--- config.mk ---
export PLATFORM = sky130hd
export DESIGN_NAME = snn_upsample2d
export DESIGN_NICKNAME = d
export VERILOG_FILES = /design/src/rtl/snn_upsample2d.sv
export SDC_FILE = /design/constraint.sdc
export NUM_CORES = 1
export LEC_CHECK = 0
export CAP_MARGIN = 10
export CORE_MARGIN = 3
export CORE_UTILIZATION = 47
export DETAILED_ROUTE_END_ITERATION = 10
export DONT_BUFFER_PORTS = 1
export PLACE_DENSITY = 0.73
export SLEW_MARGIN = 20
export SYNTH_ARGS = -nofsm -noshare
export SYNTH_HDL_FRONTEND = slang
export SYNTH_SLANG_ARGS = --single-unit
--- constraint.sdc ---
create_clock -name clk -period 2.55 [get_ports clk]
set_input_delay 0.255 -clock clk [delete_from_list [all_inputs] [get_ports clk]]
set_output_delay 0.255 -clock clk [all_outputs]
set_load 0.005 [all_outputs]
--- src/rtl/snn_upsample2d.sv ---
// Spike-domain nearest-neighbour 2D upsampler: one input spike becomes SCALE x SCALE output spikes.
// Optional SNN_UPSAMPLE_TS_STAGGER_EN adds ts_stagger, which offsets each replicate's timestamp.
module snn_upsample2d #(
    parameter int INPUT_WIDTH    = 14,
    parameter int INPUT_HEIGHT   = 14,
    parameter int INPUT_CHANNELS = 32,
    parameter int SCALE          = 2,
    parameter int TIME_WIDTH     = 16
) (
    input  logic        clk,
    input  logic        reset,
    input  logic        enable,
`ifdef SNN_UPSAMPLE_TS_STAGGER_EN
    input  logic [7:0]  ts_stagger,
`endif
    input  logic [47:0] s_axis_input_tdata,
    input  logic        s_axis_input_tvalid,
    output logic        s_axis_input_tready,
    input  logic        s_axis_input_tlast,
    output logic [47:0] m_axis_output_tdata,
    output logic        m_axis_output_tvalid,
    input  logic        m_axis_output_tready,
    output logic        m_axis_output_tlast,
    output logic [31:0] input_spike_count,
    output logic [31:0] output_spike_count,
    output logic [31:0] dropped_spike_count,
    output logic        busy
);

    localparam logic [7:0] SCALE_B  = 8'(SCALE);
    localparam logic [1:0] LAST_IDX = 2'(SCALE - 1);
    localparam logic [8:0] W_LIM    = 9'(INPUT_WIDTH);
    localparam logic [8:0] H_LIM    = 9'(INPUT_HEIGHT);
    localparam logic [8:0] C_LIM    = 9'(INPUT_CHANNELS);

    typedef enum logic {IDLE, EXPAND} state_t;

    state_t                  state_q;
    logic                    tready_q;
    logic [47:0]             tdata_q;
    logic                    tvalid_q;
    logic                    tlast_q;
    logic [31:0]             in_cnt_q;
    logic [31:0]             out_cnt_q;
    logic [31:0]             drop_cnt_q;
    logic [TIME_WIDTH-1:0]   ts_q;
    logic [7:0]              ch_q;
    logic [7:0]              y_q;
    logic [7:0]              x_q;
    logic                    last_q;
    logic [1:0]              dy_q;
    logic [1:0]              dx_q;
`ifdef SNN_UPSAMPLE_TS_STAGGER_EN
    logic [TIME_WIDTH-1:0]   stagger_q;
`endif

    logic [TIME_WIDTH-1:0]   in_ts;
    logic [7:0]              in_ch;
    logic [7:0]              in_y;
    logic [7:0]              in_x;
    logic [7:0]              in_valid;
    logic                    accept;
    logic                    in_range;
    logic                    load;
    logic                    final_rep;
    logic                    out_hs;
    logic [47:0]             tdata_d;
    logic                    tlast_d;

    assign {in_ts, in_ch, in_y, in_x, in_valid} = s_axis_input_tdata;

    assign accept    = (state_q == IDLE) && tready_q && s_axis_input_tvalid;
    assign in_range  = (in_valid != 8'd0) && ({1'b0, in_x} < W_LIM) &&
                       ({1'b0, in_y} < H_LIM) && ({1'b0, in_ch} < C_LIM);
    // The output register may refill in the same cycle its current beat is taken.
    assign load      = (state_q == EXPAND) && (!tvalid_q || m_axis_output_tready) && enable;
    assign out_hs    = tvalid_q && m_axis_output_tready;
    assign final_rep = (dy_q == LAST_IDX) && (dx_q == LAST_IDX);

    always_comb begin
        tdata_d = {ts_q, ch_q, y_q * SCALE_B + {6'd0, dy_q}, x_q * SCALE_B + {6'd0, dx_q}, 8'h01};
        tlast_d = last_q && final_rep;
    end

    always_ff @(posedge clk) begin
        if (reset) begin
            state_q    <= IDLE;
            tready_q   <= 1'b0;
            tdata_q    <= '0;
            tvalid_q   <= 1'b0;
            tlast_q    <= 1'b0;
            in_cnt_q   <= '0;
            out_cnt_q  <= '0;
            drop_cnt_q <= '0;
            ts_q       <= '0;
            ch_q       <= '0;
            y_q        <= '0;
            x_q        <= '0;
            last_q     <= 1'b0;
            dy_q       <= '0;
            dx_q       <= '0;
`ifdef SNN_UPSAMPLE_TS_STAGGER_EN
            stagger_q  <= '0;
`endif
        end else begin
            if (out_hs) begin
                out_cnt_q <= out_cnt_q + 32'd1;
            end
            if (load) begin
                tdata_q  <= tdata_d;
                tvalid_q <= 1'b1;
                tlast_q  <= tlast_d;
            end else if (out_hs) begin
                tvalid_q <= 1'b0;
            end

            case (state_q)
                IDLE: begin
                    tready_q <= enable;
                    if (accept) begin
                        if (in_range) begin
                            ts_q     <= in_ts;
                            ch_q     <= in_ch;
                            y_q      <= in_y;
                            x_q      <= in_x;
                            last_q   <= s_axis_input_tlast;
                            dy_q     <= '0;
                            dx_q     <= '0;
`ifdef SNN_UPSAMPLE_TS_STAGGER_EN
                            stagger_q <= TIME_WIDTH'(ts_stagger);
`endif
                            in_cnt_q <= in_cnt_q + 32'd1;
                            tready_q <= 1'b0;
                            state_q  <= EXPAND;
                        end else begin
                            drop_cnt_q <= drop_cnt_q + 32'd1;
                        end
                    end
                end
                EXPAND: begin
                    if (load) begin
`ifdef SNN_UPSAMPLE_TS_STAGGER_EN
                        ts_q <= ts_q + stagger_q;
`endif
                        if (final_rep) begin
                            dy_q     <= '0;
                            dx_q     <= '0;
                            tready_q <= 1'b1;
                            state_q  <= IDLE;
                        end else if (dx_q == LAST_IDX) begin
                            dx_q <= '0;
                            dy_q <= dy_q + 2'd1;
                        end else begin
                            dx_q <= dx_q + 2'd1;
                        end
                    end
                end
                default: state_q <= IDLE;
            endcase
        end
    end

    assign s_axis_input_tready  = tready_q;
    assign m_axis_output_tdata  = tdata_q;
    assign m_axis_output_tvalid = tvalid_q;
    assign m_axis_output_tlast  = tlast_q;
    assign input_spike_count    = in_cnt_q;
    assign output_spike_count   = out_cnt_q;
    assign dropped_spike_count  = drop_cnt_q;
    assign busy                 = (state_q != IDLE) || tvalid_q;

endmodule

==> summary.md, run 1 <==
| Metric | Value |
|---|---|
| Status | complete, no violations |
| Post-DP HPWL | 12700 um |
| DR vias/cell | 5.51 |
| Skew final | 7.46 ps |
| Share of the synthesized area in the top cell type | 0.471 |
| CP Class | reg2reg |
| Synthesized instance count | 935 |
| Post-synth ARST share | 0 |
| Worst IR Drop VDD | 443 uV |
| Max-Cap Viols | 0 |
| Vias in the first global route | 6445 |
| Post-synth top flop | dfxtp_1 |
| Max Slew Vio Count | 0 |
| Post-synth EDFFs | 0 |
| R2r setup slk | 150 ps |
| Starting DRC count in detailed routing | 411 |
| WL per Instance | 16.5 um |
| Drt total wl | 20200 um |
| Sequential Power Share | 0.511 |
| Synthesis-to-layout area growth | 20.9% |
| Largest net degree at the start of global routing | 125 |
| Setup_tns | 0 ps |
| Yosys reg bits | 184 |
| Ant. Diodes | 0 |
| Ranking of synthesized cells by area | dfxtp_1 (47%), nand2_1 (7.3%), xnor2_1 (6.4%) |
| Drt pass-1 iters | 5 |
| Total number of yosys warnings | 0 |
| Nets | 1054 |
| Slowest cell on crit path | or4_1 |
| Slew HR | 0.587 |
| Cell area after synthesis | 7820 um^2 |
| Power Dens Cells | 595 nW/um^2 |
| Combinational power share | 0.019 |
| Die width | 135 um |
| First-pass GRT wire length | 32800 um |
| Worst endpoint data arrival time | 2740 ps |
| Yosys cell types | 47 |
| Final Critical Period | 2400 ps |
| Pint | 0.00439 W |
| Synth area leader | dfxtp_1 |
| Avg Cell Area, Syn | 8.37 um^2 |
| H-tree levels | 4 |
| CP peak stage delay | 540 ps |
| Switch Pwr | 0.00124 W |
| Clock share of power | 0.470 |
| CTS root buf | clkbuf_16 |
| CTS sink count | 184 |
| Commonest non-fill, non-tap cell in the layout | dfxtp_1 |
| # DRC | 0 |
| Cell family with most CP delay | simple AND/OR/NAND/NOR gates |
| Register area share after synthesis | 0.471 |
| Final Setup Violations | 0 |
| Post-route ant nets | 0 |
| Most frequent cells in the layout | dfxtp_1 (184), nand2_1 (152), nor2_1 (98) |
| Worst Path Buf+Inv | 1 |
| Vias | 6738 |
| Buffers added on ports | 0 |
| PnR Total Power | 0.00563 W |
| CP Data Required Time | 2890 ps |
| Leak | 3.23 nW |
| Initial core utilization | 0.487 |
| Cts bufs inserted | 17 |
| Unrepaired setup endpoints after global routing | false |
| Final GP Congestion | 0.807 |
| I/O pin count | 202 |
| CTS tree | built |
| Critical-path cell list | nand4_4 -> or4b_1 -> or4_1 -> buf_4 -> or3_1 -> a21oi_1 |
| HP Class | in2reg |
| Core area | 16100 um^2 |
| Total die area | 18200 um^2 |
| Worst setup EP type | register |
| Clock slew at reported path FFs | 70 ps |
| Final Hold Viols | 0 |
| Clock Path Buffers | 2 |
| Layout cells sized above 1 | 0.0726 |
| Grt ovf | 0 |
| Tightest Pin Transition | 604 ps |
| Tot GR Track Use | 0.220 |
| Num rows | 46 |
| Final Cycle Share | 0.942 |
| Setup crit start kind | register |
| Initial antenna violation count | 0 |
| Crit-path max FO | 8 |
| Die Y | 135 um |
| Worst-Skew Late Latency | 410 ps |
| Switching Share | 0.220 |
| Max Freq | 416 MHz |
Yosys cell counts, types with 14 or more instances:
cell	number
nand4_1	21
or3_1	16
clkbuf_1	51
nand2_1	153
a21oi_1	86
o21ai_0	17
and3_1	17
dfxtp_1	184
inv_1	14
nand3_1	41
nor2_1	98
a211oi_1	19
xnor2_1	57
xor2_1	23
nor4_1	17
cell type report:
class	instances	area, um^2
fillers	1447	6600
multi-input cells	679	3890
flip-flops and latches	184	3680
repair buffers	97	966
clock buffers	18	429
well taps	216	270
clock inverters	14	163
inverters	14	52.6
logic make-up (layout without fill, tap and decap cells):
kind of cell,after synthesis,in the layout,share of synthesized area
xor gates and xnor gates,80,80,0.0896
other,1,7,0.000479
DFF,184,184,0.471
adders and majority gates,7,7,0.0112
AOI/OAI and AO/OA,151,151,0.115
buffers and inverters,78,143,0.0413
muxes,3,3,0.00416
and+or+nand+nor,431,431,0.268
per-layer routing:
| metal | GRT usage | up-vias | routed length [um] |
|---|---|---|---|
| met1 | 0.270 | 3185 | 8490 |
| met4 | 0.0588 | 0 | 222 |
| met2 | 0.360 | 206 | 9650 |
| met5 | 0 | - | 0 |
| li1 | - | 3329 | - |
| met3 | 0.0887 | 18 | 1790 |
power by group through the flow:
stage                     Combinational, W  Clock [W]  Sequential [W]
final                             0.000107    0.00265         0.00288
after CTS                         0.000105    0.00272         0.00288
after global routing              0.000117    0.00282         0.00287
after global placement           0.0000378          0         0.00294
after floorplan                  0.0000698          0         0.00294
after detailed placement         0.0000381          0         0.00294
stage by stage:
stage / instance area [um^2] / setup slack [ps] / hold WS [ps] / utilization / instances
6_report: 9460 / 148 / 49.7 / 0.589 / 1222
5_1_grt: 9460 / 2.54 / 42.8 / 0.589 / 1222
4_1_cts: 9410 / 27.1 / 29.2 / 0.586 / 1221
3_5_place_dp: 8070 / 162 / 342 / 0.502 / 1116
3_3_place_gp: 8070 / 207 / 340 / 0.502 / 1116
2_1_floorplan: 7850 / 247 / 391 / - / 941
final timing paths:
kind | startpoint | end | cells after the start
setup / recovery | input_spike_count[16] | input_spike_count[25] | 6
hold / removal | enable | s_axis_input_tready | 2
setup reg to reg | input_spike_count[16] | input_spike_count[25] | 6
hold reg to reg | ts_q[1] | m_axis_output_tdata[33] | 2
registers in the layout, summed over array words and instances, names as in the netlist, 2 cells and up:
| name | count |
|---|---|
| output_spike_count | 32 |
| ts_q | 16 |
| dropped_spike_count | 32 |
| ch_q | 8 |
| input_spike_count | 32 |
| y_q | 7 |
| m_axis_output_tdata | 41 |
| dy_q | 2 |
| x_q | 7 |
| dx_q | 2 |
what timing repair did:
item,CTS,global route
resized for setup,0,9
setup endpoints to repair,0,6
endpoints found under the hold margin,172,0
hold buffers,73,0
setup buffers,0,1
No activity file was read; power rests on OpenSTA's default activity.
==> run 2: changes to the inputs <==
--- a/config.mk
+++ b/config.mk
@@ -10,6 +10,7 @@
 export CORE_UTILIZATION = 47
 export DETAILED_ROUTE_END_ITERATION = 10
 export DONT_BUFFER_PORTS = 1
+export GPL_ROUTABILITY_DRIVEN = 1
 export PLACE_DENSITY = 0.73
 export SLEW_MARGIN = 20
 export SYNTH_ARGS = -nofsm -noshare
==> results of run 2 <==
The final DEF is identical to that of run 1; final timing and power are the same.
==> run 3: changes to the inputs <==
--- a/config.mk
+++ b/config.mk
@@ -7,11 +7,11 @@
 export LEC_CHECK = 0
 export CAP_MARGIN = 10
 export CORE_MARGIN = 3
-export CORE_UTILIZATION = 47
+export CORE_UTILIZATION = 60
 export DETAILED_ROUTE_END_ITERATION = 10
 export DONT_BUFFER_PORTS = 1
 export GPL_ROUTABILITY_DRIVEN = 1
-export PLACE_DENSITY = 0.73
+export PLACE_DENSITY = 0.87
 export SLEW_MARGIN = 20
 export SYNTH_ARGS = -nofsm -noshare
 export SYNTH_HDL_FRONTEND = slang
==> summary.md, run 3 (synthesis results as in run 1) <==
| Metric | Value |
|---|---|
| Clock Path Buffers | 2 |
| Layout cells sized above 1 | 0.0778 |
| Nets | 1064 |
| Worst-Skew Late Latency | 430 ps |
| DR vias/cell | 5.97 |
| Combinational power share | 0.019 |
| R2r setup slk | 90 ps |
| CTS root buf | clkbuf_16 |
| Critical path origin | output_spike_count[0] |
| Worst IR Drop VDD | 437 uV |
| Starting DRC count in detailed routing | 569 |
| Setup_tns | 0 ps |
| # DRC | 0 |
| Post-route ant nets | 0 |
| Status | complete, no violations |
| Placed Cells incl. Taps | 1076 |
| Max reg flops | 41 |
| Non-Filler Instances | 1187 |
| Tot GR Track Use | 0.294 |
| Max Freq | 407 MHz |
| I/O pin count | 202 |
| Largest net degree at the start of global routing | 125 |
| Pint | 0.00467 W |
| CTS tree | built |
| Clock share of power | 0.490 |
| CP Data Required Time | 2860 ps |
| Commonest non-fill, non-tap cell in the layout | dfxtp_1 |
| CTS sink count | 184 |
| CP Class | reg2reg |
| Initial core utilization | 0.617 |
| R2R Path End | output_spike_count[20] |
| H-tree levels | 4 |
| Core area | 12700 um^2 |
| Synthesis-to-layout area growth | 21.8% |
| Final Cycle Share | 0.963 |
| Drt pass-1 iters | 5 |
| Die width | 120 um |
| Buffers added on ports | 0 |
| Drt total wl | 21200 um |
| Crit-path max FO | 14 |
| Die Y | 120 um |
| Tightest Pin Transition | 804 ps |
| Worst endpoint data arrival time | 2770 ps |
| Ant. Diodes | 0 |
| Vias in the first global route | 6995 |
| Final Hold Viols | 0 |
| Leak | 3.29 nW |
| Worst setup EP type | register |
| Vias | 7081 |
| Final Critical Period | 2460 ps |
| Setup crit start kind | register |
| Most frequent cells in the layout | dfxtp_1 (184), nand2_1 (153), nor2_1 (98) |
| Max-Cap Viols | 0 |
| Grt ovf | 0 |
| First-pass GRT wire length | 34700 um |
| Skew final | 7.17 ps |
| Switching Share | 0.203 |
| Cts bufs inserted | 17 |
| Reg2reg path depth | 7 |
| Slowest cell on crit path | dlygate4sd3_1 |
| Clock slew at reported path FFs | 70 ps |
| Max Slew Vio Count | 0 |
| Power Dens Cells | 615 nW/um^2 |
| WL per Instance | 17.9 um |
| Total die area | 14400 um^2 |
| CP endpoint | output_spike_count[20] |
| Sequential Power Share | 0.491 |
| Critical-path cell list | ha_1 -> nand3_1 -> or3_4 -> nor3_1 -> xnor2_1 -> nor2_1 -> dlygate4sd3_1 |
| Switch Pwr | 0.00119 W |
| Final GP Congestion | 0.833 |
| Initial antenna violation count | 0 |
| Final Setup Violations | 0 |
| HP Class | in2reg |
| Num rows | 41 |
| Slew HR | 0.464 |
| Post-DP HPWL | 12200 um |
| CP peak stage delay | 550 ps |
| Reg-to-Reg Start | output_spike_count[0] |
run 3: per-layer routing:
metal  wire, um  vias up  part of all wire  GRT usage
li1           -     3354                 -          -
met1       8130     3323              0.38      0.344
met2      10400      332              0.49      0.486
met4        712        0             0.034      0.135
met5          0        -                 0          0
met3       1960       72             0.092     0.0987
run 3: cell type report:
type	count	area [um^2]
clock inverter	14	220
clock buffer	17	425
inverter	14	52.6
fill	840	3140
multi-input combinational	679	3900
sequential	184	3680
tap	172	215
timing repair buffer	107	1040
run 3: how the worst min path moves through the flow:
stage	slack, ps	cells after the start	endpoint	from
6_report	60	3	output_spike_count[1]	m_axis_output_tready
5_1_grt	80	2	input_spike_count[30]	reset
4_1_cts	50	2	input_spike_count[30]	reset
3_5_place_dp	340	1	output_spike_count[31]	reset
3_3_place_gp	340	1	dropped_spike_count[31]	reset
2_1_floorplan	390	2	ch_q[0]	s_axis_input_tdata[24]
run 3: stage by stage:
| step | util | hold WS, ps | instance area, um^2 | power (W) | worst slack (ps) |
|---|---|---|---|---|---|
| CTS | 0.746 | 48.5 | 9450 | 0.00589 | 27.6 |
| global route | 0.752 | 77.0 | 9530 | 0.00600 | -12.0 |
| floorplan | - | 391 | 7850 | 0.00301 | 247 |
| finish | 0.752 | 64.9 | 9530 | 0.00586 | 93.4 |
| detailed placement | 0.634 | 339 | 8030 | 0.00298 | 213 |
| global placement | 0.634 | 336 | 8030 | 0.00298 | 271 |
run 3: critical path, delay by kind of cell (launching register included):
kind / cells / cell delay, ps
AND/OR/NAND/NOR: 4 / 930
buffers and inverters: 1 / 550
flip-flops: 1 / 480
adder cells (fa/ha/maj): 1 / 210
XOR/XNOR: 1 / 160
run 3: what timing repair did:
action	CTS	global route
hold buffers	76	0
resized for setup	0	8
buffers inserted	0	4
endpoints found under the setup margin	0	14
hold endpoints to repair	172	0
run 3: power by group through the flow:
stage | logic [W] | registers [W] | clock network (W)
floorplan | 0.0000698 | 0.00294 | 0
global placement | 0.0000362 | 0.00294 | 0
detailed placement | 0.0000371 | 0.00294 | 0
CTS | 0.000108 | 0.00288 | 0.00290
global route | 0.000121 | 0.00288 | 0.00300
finish | 0.000111 | 0.00288 | 0.00287
==> edit (config.mk and constraints of run 1) <==
The option `SNN_UPSAMPLE_TS_STAGGER_EN` is turned on by a define.
--- a/src/rtl/snn_upsample2d.sv
+++ b/src/rtl/snn_upsample2d.sv
@@ -1,4 +1,6 @@
 // Spike-domain nearest-neighbour 2D upsampler: one input spike becomes SCALE x SCALE output spikes.
 // Optional SNN_UPSAMPLE_TS_STAGGER_EN adds ts_stagger, which offsets each replicate's timestamp.
+`define SNN_UPSAMPLE_TS_STAGGER_EN
+
 module snn_upsample2d #(
     parameter int INPUT_WIDTH    = 14,
Ports: changed (added ts_stagger); port bits go from 202 to 210. The function was not compared with the original's and may differ.
==> edit against run 1 <==
Sequential cell count rose by 8; sequential share of layout area decreased by 1.8 points; routed wire length increased by 16%; synthesized area up 12%; final area up 9.7%; global-route usage rose by 0.48 points; critical endpoint is now dropped_spike_count[16]; power increased by 4.8%; worst setup slack got worse by 0.0061 ns.
==> edit: results (changes against run 1) <==
- Nets: 1,201 (+14%)
- Final Worst Setup Slack: 0.142 ns (-0.00606 ns)
- Leakage: 3.76 nW (+17%)
- Non-filler cells, final: 1,365 (+12%)
- Place WS: 0.0749 ns (-0.0871 ns)
- Largest net degree at the start of global routing: 127 (+1.6%)
- Hpwl dp: 14,900 microns (+17%)
- Vias in the first global route: 7,352 (+14%)
- GRT Overall Usage: 22.5% (+0.48 points)
- Unique masters post-synth: 62 (+32%)
- Via/cell ratio: 5.82 (+5.6%)
- Hold_ws: 0.0324 ns (-0.0173 ns)
- Slowest stage cell, crit path: dlygate4sd3_1
- Fraction of layout instances using a drive strength above 1: 8.10% (+0.84 points)
- CTS buffer count: 17 (unchanged)
- Sw frac: 21.1% (-0.91 points)
- H-tree Lvls: 4 (unchanged)
- Commonest cells in the netlist: dfxtp_1 (192), nand2_1 (153), a21oi_1 (111)
- Outcome: completed
- DR pass1 iterations: 5 (unchanged)
- Number of I/O port buffers: 0 (unchanged)
- Synthesized instance count: 1,064 (+14%)
- Worst path arrival time: 2.77 ns (+0.03 ns)
- CP Max Fanout: 10 (+2)
- Clk Latency, worst-skew pair: 0.43 ns (+0.02 ns)
- Clk slew on worst S/H paths: 0.07 ns (about the same)
- Rel. slew slack: 53.8% (-4.9 points)
- Synth area leaders: dfxtp_1 (44%), nand2_1 (6.5%), a21oi_1 (6.3%)
- Clk buf depth: 2 (unchanged)
- Peak VDD IR: 520 uV (+17%)
- Seq/Total Area, Yosys: 43.8% (-3.3 points)
- Dpl cells: 1,266 (+13%)
- Clk_skew: 0.0120 ns (+0.00456 ns)
- Post-synth ARST share: 0% (unchanged)
- Min-Delay Path Class: in2reg
- N_diodes: 0 (unchanged)
- Root buf cell: clkbuf_16
- Max reg flops: 41 (unchanged)
- Initial antenna violation count: 0 (unchanged)
- Ys Warns: 0 (unchanged)
- Routed WL: 23,500 microns (+16%)
- Dpl cell area: 9050 sq um (+12%)
- Max incr delay on CP: 0.57 ns (+0.03 ns)
- First-pass GRT wire length: 37,200 microns (+13%)
- DRT iter0 DRCs: 359 (-13%)
- DIE WIDTH: 143 microns (+5.7%)
- Routability Congestion: 0.837 (+3.8%)
- Crit-path leading delay family: simple AND/OR/NAND/NOR gates
## edit: power by group through the flow
stage	combinational (mW)	sequential, mW	clock (mW)
CTS	0.114	3.00	2.84
global route	0.126	3.00	2.97
finish	0.115	3.00	2.78
floorplan	0.0800	3.07	0
global placement	0.0397	3.07	0
detailed placement	0.0410	3.07	0
## edit: repair_timing
action | in CTS | in global routing
hold buffers | 64 | 0
gates resized for setup | 0 | 11
setup endpoints to repair | 0 | 8
setup buffers | 0 | 3
endpoints found under the hold margin | 160 | 0
## edit: worst paths after layout
| check | from | endpoint | cells past startpoint |
|---|---|---|---|
| min reg2reg | ch_q[2] | ch_q[2] | 2 |
| max | dropped_spike_count[9] | dropped_spike_count[16] | 6 |
| min | reset | output_spike_count[26] | 2 |
| max reg2reg | dropped_spike_count[9] | dropped_spike_count[16] | 6 |
## edit: logic make-up after synthesis
family                     share of synthesized area, %
buffers and inverters                              4.10
adders and majority gates                          2.37
DFF                                                43.8
AOI/OAI and AO/OA                                  16.3
xor gates and xnor gates                           4.59
and+or+nand+nor                                    27.2
other                                            0.0427
muxes                                              1.57
## edit: routing by layer
layer | global-route usage (%) | wire [microns] | up-vias
met5 | 0 | 0 | -
met4 | 7.30 | 530 | 0
met3 | 7.54 | 2080 | 27
met2 | 37.5 | 11200 | 254
met1 | 27.4 | 9700 | 3758
li1 | - | - | 3907
## edit: area by class of cell
type,instances,area [sq um]
multi-input cells,794,4620
well taps,229,287
flip-flops and latches,192,3850
inverters,21,78.8
repair buffers,97,918
clock buffers,21,460
clock inverters,11,151
fillers,1597,7780
